[config.mk]
export PLATFORM = sky130hd
export DESIGN_NAME = rst_seq_ctrl
export DESIGN_NICKNAME = d
export VERILOG_FILES = /design/src/rtl/rst_seq_ctrl_pkg.sv /design/src/rtl/cdc_sync_bit.sv /design/src/rtl/rst_seq_ctrl.sv
export SDC_FILE = /design/constraint.sdc
export NUM_CORES = 1
export LEC_CHECK = 0
export CORE_MARGIN = 2
export CORE_UTILIZATION = 50
export DETAILED_ROUTE_END_ITERATION = 10
export GPL_TIMING_DRIVEN = 0
export PLACE_DENSITY_LB_ADDON = 0.25
export SKIP_LAST_GASP = 1
export SLEW_MARGIN = 15
export SYNTH_ARGS = -nofsm -noshare
export SYNTH_HDL_FRONTEND = slang
export SYNTH_SLANG_ARGS = --single-unit
[constraint.sdc]
create_clock -name clk -period 4.4 [get_ports clk]
set_input_delay 0.88 -clock clk [delete_from_list [all_inputs] [get_ports clk]]
set_output_delay 0.88 -clock clk [all_outputs]
set_load 0.02 [all_outputs]
[src/rtl/rst_seq_ctrl_pkg.sv]
// Shared definitions for the reset sequencers: state encoding and a
// constant-evaluable ceil(log2) helper for sizing index registers.
package rst_seq_ctrl_pkg;

   typedef enum logic [2:0] {
      ST_ASSERT    = 3'd0,
      ST_WAIT_LOCK = 3'd1,
      ST_HOLD      = 3'd2,
      ST_RELEASE   = 3'd3,
      ST_RUN       = 3'd4
   } state_e;

   // Smallest r with 2**r >= value; 0 for value <= 1.
   function automatic int clog2(input int value);
      int r;
      r = 0;
      for (int i = 0; i < 31; i++) begin
         if ((1 << i) < value) r = i + 1;
      end
      return r;
   endfunction

endpackage

[src/rtl/cdc_sync_bit.sv]
// Two-flop synchronizer for a single level signal entering the clk domain.
// Both flops take RST_VAL while rst is high so the output is defined at once.
module cdc_sync_bit #(
   parameter logic RST_VAL = 1'b0
) (
   input  logic clk,
   input  logic rst,
   input  logic d,
   output logic q
);

   logic sync1_d, sync1_q;
   logic sync2_d, sync2_q;

   // Shift the asynchronous input through two flops.
   always_comb begin
      sync1_d = d;
      sync2_d = sync1_q;
   end

   // Synchronizer flops, asynchronously forced to the reset value.
   always_ff @(posedge clk or posedge rst) begin
      if (rst) begin
         sync1_q <= RST_VAL;
         sync2_q <= RST_VAL;
      end else begin
         sync1_q <= sync1_d;
         sync2_q <= sync2_d;
      end
   end

   assign q = sync2_q;

endmodule

[src/rtl/rst_seq_ctrl.sv]
// Reset sequencer: holds every domain in reset until the synced PLL lock has
// been stable for LOCK_FILTER cycles, waits HOLD_CYCLES, then releases the
// domain resets in index order spaced GAP_CYCLES apart. Loss of lock (after
// acceptance) or a software request restarts the whole sequence.
module rst_seq_ctrl
   import rst_seq_ctrl_pkg::*;
#(
   parameter int N_DOM       = 3,
   parameter int LOCK_FILTER = 4,
   parameter int HOLD_CYCLES = 16,
   parameter int GAP_CYCLES  = 8,
   parameter int CNT_W       = 8
) (
   input  logic             clk,
   input  logic             rst,
   input  logic             pll_locked,
   input  logic             sw_rst_req,
   output logic [N_DOM-1:0] dom_rst_out,
   output logic             all_ready,
   output logic             busy
);

   localparam int                IDX_W     = (N_DOM > 1) ? clog2(N_DOM) : 1;
   localparam longint            CNT_MAX   = (longint'(1) << CNT_W) - 1;
   localparam logic [CNT_W-1:0]  FILT_LAST = CNT_W'(LOCK_FILTER - 1);
   localparam logic [CNT_W-1:0]  HOLD_LAST = CNT_W'(HOLD_CYCLES - 1);
   localparam logic [CNT_W-1:0]  GAP_LAST  = CNT_W'(GAP_CYCLES - 1);
   localparam logic [IDX_W-1:0]  IDX_LAST  = IDX_W'(N_DOM - 1);
   localparam logic [N_DOM-1:0]  ALL_ONES  = '1;

   // Reject builds whose counter cannot represent a configured delay.
   generate
      if (N_DOM < 1 || LOCK_FILTER < 1 || HOLD_CYCLES < 1 || GAP_CYCLES < 1 ||
          CNT_W < 1 || CNT_W > 32 ||
          longint'(LOCK_FILTER) > CNT_MAX || longint'(HOLD_CYCLES) > CNT_MAX ||
          longint'(GAP_CYCLES) > CNT_MAX) begin : g_param_check
         $error("rst_seq_ctrl: illegal parameter set or CNT_W too small");
      end
   endgenerate

   // Counters stop at all-ones instead of wrapping.
   function automatic logic [CNT_W-1:0] sat_inc(input logic [CNT_W-1:0] v);
      return (v == '1) ? v : v + 1'b1;
   endfunction

   logic lock_s;

   cdc_sync_bit #(.RST_VAL(1'b0)) u_lock_sync (
      .clk (clk),
      .rst (rst),
      .d   (pll_locked),
      .q   (lock_s)
   );

   state_e             state_d,     state_q;
   logic [CNT_W-1:0]   filt_d,      filt_q;
   logic [CNT_W-1:0]   cnt_d,       cnt_q;
   logic [IDX_W-1:0]   idx_d,       idx_q;
   logic [N_DOM-1:0]   dom_rst_d,   dom_rst_q;
   logic               all_ready_d, all_ready_q;
   logic               busy_d,      busy_q;
   logic               abort;

   // Next-state, counter and registered-output logic; abort overrides all.
   always_comb begin
      state_d     = state_q;
      filt_d      = filt_q;
      cnt_d       = cnt_q;
      idx_d       = idx_q;
      dom_rst_d   = dom_rst_q;
      all_ready_d = 1'b0;
      busy_d      = 1'b1;

      // A restart request during ASSERT is redundant and is dropped.
      abort = (sw_rst_req && (state_q != ST_ASSERT)) ||
              (!lock_s && ((state_q == ST_HOLD) || (state_q == ST_RELEASE) ||
                           (state_q == ST_RUN)));

      if (abort) begin
         state_d   = ST_ASSERT;
         filt_d    = '0;
         cnt_d     = '0;
         idx_d     = '0;
         dom_rst_d = ALL_ONES;
      end else begin
         case (state_q)
            ST_ASSERT: begin
               state_d   = ST_WAIT_LOCK;
               filt_d    = '0;
               cnt_d     = '0;
               idx_d     = '0;
               dom_rst_d = ALL_ONES;
            end
            ST_WAIT_LOCK: begin
               if (!lock_s) begin
                  filt_d = '0;
               end else if (filt_q == FILT_LAST) begin
                  filt_d  = '0;
                  cnt_d   = '0;
                  state_d = ST_HOLD;
               end else begin
                  filt_d = sat_inc(filt_q);
               end
            end
            ST_HOLD: begin
               if (cnt_q == HOLD_LAST) begin
                  cnt_d        = '0;
                  dom_rst_d[0] = 1'b0;
                  if (N_DOM == 1) begin
                     state_d = ST_RUN;
                  end else begin
                     state_d = ST_RELEASE;
                     idx_d   = IDX_W'(1);
                  end
               end else begin
                  cnt_d = sat_inc(cnt_q);
               end
            end
            ST_RELEASE: begin
               if (cnt_q == GAP_LAST) begin
                  cnt_d            = '0;
                  dom_rst_d[idx_q] = 1'b0;
                  if (idx_q == IDX_LAST) begin
                     state_d = ST_RUN;
                  end else begin
                     idx_d = idx_q + 1'b1;
                  end
               end else begin
                  cnt_d = sat_inc(cnt_q);
               end
            end
            ST_RUN: begin
               // Flags follow the state register, so they rise one cycle
               // after the last domain reset falls.
               all_ready_d = 1'b1;
               busy_d      = 1'b0;
            end
            default: begin
               state_d   = ST_ASSERT;
               dom_rst_d = ALL_ONES;
            end
         endcase
      end
   end

   // Sequencer registers; rst forces every domain into reset immediately.
   always_ff @(posedge clk or posedge rst) begin
      if (rst) begin
         state_q     <= ST_ASSERT;
         filt_q      <= '0;
         cnt_q       <= '0;
         idx_q       <= '0;
         dom_rst_q   <= ALL_ONES;
         all_ready_q <= 1'b0;
         busy_q      <= 1'b1;
      end else begin
         state_q     <= state_d;
         filt_q      <= filt_d;
         cnt_q       <= cnt_d;
         idx_q       <= idx_d;
         dom_rst_q   <= dom_rst_d;
         all_ready_q <= all_ready_d;
         busy_q      <= busy_d;
      end
   end

   assign dom_rst_out = dom_rst_q;
   assign all_ready   = all_ready_q;
   assign busy        = busy_q;

endmodule

## Word level (Yosys, flattened, before mapping)

Index checks and enable logic that the tools add are counted.
W data, S select, Z words.

- Register bits: 28
- Input bits: 4
- Output and inout bits: 5
- Word-level logic and storage cells: 92

- $add $sub $neg: 3
- Magnitude comparators: 2
- Equal/unequal tests: 20
- Multiplexer cells: 35
- Bitwise gates (word level): 2
- Reductions and logical operators: 20

Operators with widths:

| operator | number |
|---|---|
| $mux W8 | 10 |
| $pmux W8 S4 | 1 |
| $mux W3 | 8 |
| $add A8 B1 Y8 const B | 2 |
| $eq A8 B8 Y1 const B | 2 |
| $pmux W8 S2 | 1 |
| $pmux W3 S5 | 1 |
| $ne A3 B2 Y1 const B | 4 |
| $eq A8 B2 Y1 const B | 1 |
| $eq A8 B3 Y1 const B | 1 |
| $eq A8 B4 Y1 const B | 1 |
| $mux W2 | 4 |
| $eq A3 B2 Y1 const B | 2 |
| $mux W1 | 6 |
| $ne A3 B3 Y1 const B | 2 |
| $pmux W2 S3 | 1 |
| $reduce_and A3 Y1 | 2 |
| $reduce_and A6 Y1 | 1 |
| $reduce_bool A3 Y1 | 2 |
| $ne A5 B5 Y1 const B | 1 |
| $reduce_bool A5 Y1 | 1 |
| $ne A2 B1 Y1 const B | 2 |
| $pmux W2 S2 | 1 |
| $reduce_and A2 Y1 | 2 |
| 19 further kinds | 23 |

## Depth between registers and ports, before layout

Gate-level depths: netlist of run 1.

- Depth after elaboration: 9
- Depth in mapped cells: 7
- Depth with buffers taken out: 6

## Hierarchy

A second synthesis of run 1 with hierarchy kept.

- Cells, all modules: 181
- Area total of the unflattened synthesis: 1,674.1 µm²

Modules (own cells, without submodules):

| module | times used | cells each | area each (µm²) |
|---|---|---|---|
| rst_seq_ctrl | 1 | 178 | 1,620.3 |
| cdc_sync_bit | 1 | 3 | 53.8 |

## Worst setup path before layout of run 1

Ideal clock, no wire load.

- Path type: input port to flip-flop
- From: input port sw_rst_req
- To: register cnt_q[3]
- Library setup time: 82 ps
- Data arrival time: 1,954 ps
- Slack: 2,364 ps
- Cell stages on the path: 7
- Buffers on the path: 3
- Cells stage by stage: buf_2 nand2b_1 buf_2 nor2_2 buf_4 o211ai_1 a31oi_1

- Word-level cells in the longest chain between the ends: 4
- Elaborated cells on any way between the ends: 7

RTL lines:

| element | line | RTL |
|---|---|---|
| from (decl) | rst_seq_ctrl.sv:17 | `input logic sw_rst_req,` |
| $logic_and A1 B1 Y1 (*) | rst_seq_ctrl.sv:75 | `abort = (sw_rst_req && (state_q != ST_ASSERT)) \|\|` |
| $logic_or A1 B1 Y1 (*) | rst_seq_ctrl.sv:75 |  |
| $ne A3 B2 Y1 (no line) (tied with other cells) | n/a |  |
| $reduce_and A3 Y1 (no line) | n/a |  |
| to (signal assigned) | rst_seq_ctrl.sv:159 | `cnt_q <= cnt_d;` |
| to (decl) | rst_seq_ctrl.sv:57 | `logic [CNT_W-1:0] cnt_d, cnt_q;` |

Every way passes the cells marked *; elsewhere a longest branch is shown, timed or not.
A chain may end at the register's enable or synchronous reset.

## Final worst setup path of run 1

- From: register dom_rst_q[1], in the netlist dom_rst_out[1]
- To: output port dom_rst_out[1]

RTL lines:

| element | line | RTL |
|---|---|---|
| from (decl) | rst_seq_ctrl.sv:59 | `logic [N_DOM-1:0] dom_rst_d, dom_rst_q;` |
| from (signal assigned) | rst_seq_ctrl.sv:161 | `dom_rst_q <= dom_rst_d;` |
| to (decl) | rst_seq_ctrl.sv:18 | `output logic [N_DOM-1:0] dom_rst_out,` |

No word-level cell between the ends.

==> impl_metrics.tcl, run 1 <==
set metrics [dict create \
    finalHoldViolCount 0 \
    min-delay-start "u_lock_sync.sync1_q" \
    hpwl_um 2890 \
    grt.overflow.total 0 \
    clockBufferDepth 2 \
    firstDrtPassIters 4 \
    cpPeakStageDelay_ns 0.60 \
    yosysWarnings 0 \
    worst_pin_slew_ns 0.585 \
    die_h_um 65.4 \
    clk_pin_slew_worst_paths_ns 0.10 \
    avgViaCountPerCell 6.11 \
    cts_root_buf "clkbuf_8" \
    cp_data_arrival_time_ns 1.43 \
    end_kind "primary output" \
    relSlewSlack_pct 61.0 \
    reg2reg_to "cnt_q[6]" \
    crit_family "buffers and inverters" \
    vias 1626 \
    synth_area_leaders "dfrtp_1 (32%), dfstp_2 (5.6%), nand3_1 (5.3%)" \
    final_nets 228 \
    synth_seq_cells 28 \
    antenna_found_initial 0 \
    h-tree-depth 1 \
    crit_required_ns 3.52 \
    p_leak_uw 0.000797 \
    num_rows 22 \
    min_to "u_lock_sync.q" \
    timing.setup.tns_ns 0 \
    grt_usage_pct 20.7 \
    grt_max_degree 29 \
    drc 0 \
    post-route-period-util_pct 52.5 \
    synthTopCellsByCount "dfrtp_1 (24), nand3_1 (20), nand2_1 (16)" \
    path_buf_inv 1 \
    synth_area_leader_cell "dfrtp_1" \
    timing.max_cap.violations 0 \
    drt-initial-drc-count 94 \
    r2r_cells 5 \
    ctsHoldBuffers 0 \
    post_cts_resized 0 \
    synth_area_um2 1880 \
    path_class "reg2out" \
    grt_pass1_wl_um 6910 \
    postSynth.asyncResetShare_pct 100 \
    slew_viol_final 0 \
    synth-edff-count 0 \
    synthFlopType "dfrtp_1" \
    fmax_mhz 433 \
    finalClockSkew_ns 0.00585 \
    drive_above_1_share_pct 13.8 \
    ios 9 \
    synth_nets 216 \
    wl_um 3970 \
    timing.rr.start "filt_q[0]" \
    dieArea_um2 4280 \
    syn2layout_area_growth_pct 9.83 \
    cp_cell_sequence "clkdlybuf4s50_1" \
    yosysUniqueCellTypes 58 \
    cts-buffers-inserted 3 \
    drt-wirelength-per-cell_um 14.9 \
    cts_sinks 28 \
    yosysSeqAreaShare_pct 37.5 \
    avgSynthCellArea_um2 9.10 \
    slowest_stage "clkdlybuf4s50_1" \
    synth.most_common_cell "dfrtp_1" \
    path_max_fanout 3 \
    critPathLaunchType "register" \
    globalplace.congestion 0.902 \
    min_path_type "reg2reg" \
    setup_violations 0 \
    power_density_nw_per_um2 375 \
    syn-instance-count 207 \
    ir_worst_vdd_mv 0.159 \
    initial_core_util_pct 51.9 \
    synth_top_cell_area_share_pct 31.9 \
    status "complete, no violations" \
    clock_latency_ns 0.28 \
    hold_depth 0 \
    reg2reg_slack_ns 2.38 \
    antenna_cells 0 \
    core_area_um2 3630 \
    cts_tree "done" \
    total_power_uw 777 \
    cts_setup_buffers 0 \
    post-route-min-period_ns 2.31 \
    finish.utilization_pct 57.0 \
    numPortBuffers 7 \
    die_w_um 65.4 \
    grt_pass1_vias 1457 \
    ant_nets 0 \
    rsz0062_at_grt "no" \
]
per-layer routing:
metal  vias up  GRT usage [%]  routed length, um
met5         -              0                  0
met4         0           6.51                 49
met3         5           3.08                 91
met2        22           35.2               1890
met1       793           27.2               1940
li1        806              -                  -
cell usage in the layout (no fill, tap or decap), drive strengths merged, types with 3 or more instances in the layout:
cell / synthesis / final
dfrtp: 24 / 24
nand3: 20 / 20
nand2: 17 / 17
inv: 14 / 14
nand4: 10 / 10
buf: 10 / 10
o21ai: 10 / 10
a31oi: 9 / 9
a21oi: 8 / 8
clkdlybuf4s50: 0 / 7
nor2: 7 / 7
nor3: 7 / 7
clkbuf: 2 / 6
nand2b: 5 / 5
ha: 5 / 5
dfstp: 4 / 4
mux2i: 3 / 3
and2: 3 / 3
o211ai: 3 / 3
o2bb2a: 3 / 3
nand3b: 3 / 3
o221ai: 3 / 3
a211oi: 3 / 3
where the power goes:
| group | leakage (uW) | switching (uW) | internal [uW] | total, uW |
|---|---|---|---|---|
| clock | 0.0000288 | 83.6 | 80.4 | 164 |
| combinational | 0.000400 | 197 | 119 | 316 |
| sequential | 0.000368 | 17.2 | 280 | 297 |
| total | 0.000797 | 298 | 479 | 777 |
logic make-up after synthesis:
group / count (synthesis) / share of synthesized area [%]
buffers and inverters: 26 / 6.04
AND/OR/NAND/NOR: 87 / 27.5
multiplexers: 3 / 1.59
AO/OA/AOI/OAI: 55 / 22.7
adder cells (fa/ha/maj): 5 / 3.32
XOR/XNOR: 3 / 1.39
flip-flops: 28 / 37.5
registers in the layout, indices dropped and copies added (netlist names):
name / count
all_ready: 1
busy: 1
cnt_q: 8
dom_rst_out: 3
filt_q: 8
idx_q: 2
state_q: 3
u_lock_sync.q: 1
u_lock_sync.sync1_q: 1
through the flow:
step	area, um2	hold WS (ns)	instances	worst slack [ns]
floorplan	1880	0.331	207	2.36
detailed placement	2010	0.338	262	2.15
global route	2070	0.371	266	2.05
CTS	2070	0.361	266	2.08
global placement	2010	0.333	262	2.14
finish	2070	0.360	266	2.09
cell type report:
type / instances / area [um2]
Timing Repair Buffer: 7 / 70.1
Tap cell: 48 / 60.1
Clock buffer: 4 / 55.1
Multi-Input combinational cell: 153 / 1060
Buffer: 12 / 61.3
Sequential cell: 28 / 706
Inverter: 14 / 52.6
Fill cell: 330 / 1560
worst max-delay path by stage:
stage	endpoint	slack, ns	from	depth (start not counted)
2_1_floorplan	cnt_q[3]	2.36	sw_rst_req	7
3_3_place_gp	cnt_q[3]	2.14	sw_rst_req	7
3_5_place_dp	cnt_q[4]	2.15	sw_rst_req	7
4_1_cts	dom_rst_out[1]	2.08	dom_rst_out[1]	1
5_1_grt	dom_rst_out[1]	2.05	dom_rst_out[1]	1
6_report	dom_rst_out[1]	2.09	dom_rst_out[1]	1
(Power assumes the default switching activity.)
==> run 2, diff against run 1 <==
clock period = 2.3 ns   (was 4.4 ns; I/O delays follow)
==> results of run 2 <==
The final DEF is identical to that of run 1. Status: complete, no violations.
Among the figures that moved: setup slack after placement 2.15 ns -> 0.298 ns; clock-pin slew on the worst setup and hold paths 0.10 ns -> 0.09 ns; setup slack after layout 2.09 ns -> 0.285 ns; start point of the critical path dom_rst_out[1] -> filt_q[0]; end point of the critical path dom_rst_out[1] -> cnt_q[6]; register-to-register setup slack 2.38 ns -> 0.28 ns; total power 777 uW -> 1490 uW; worst IR drop on VDD 0.159 mV -> 0.304 mV
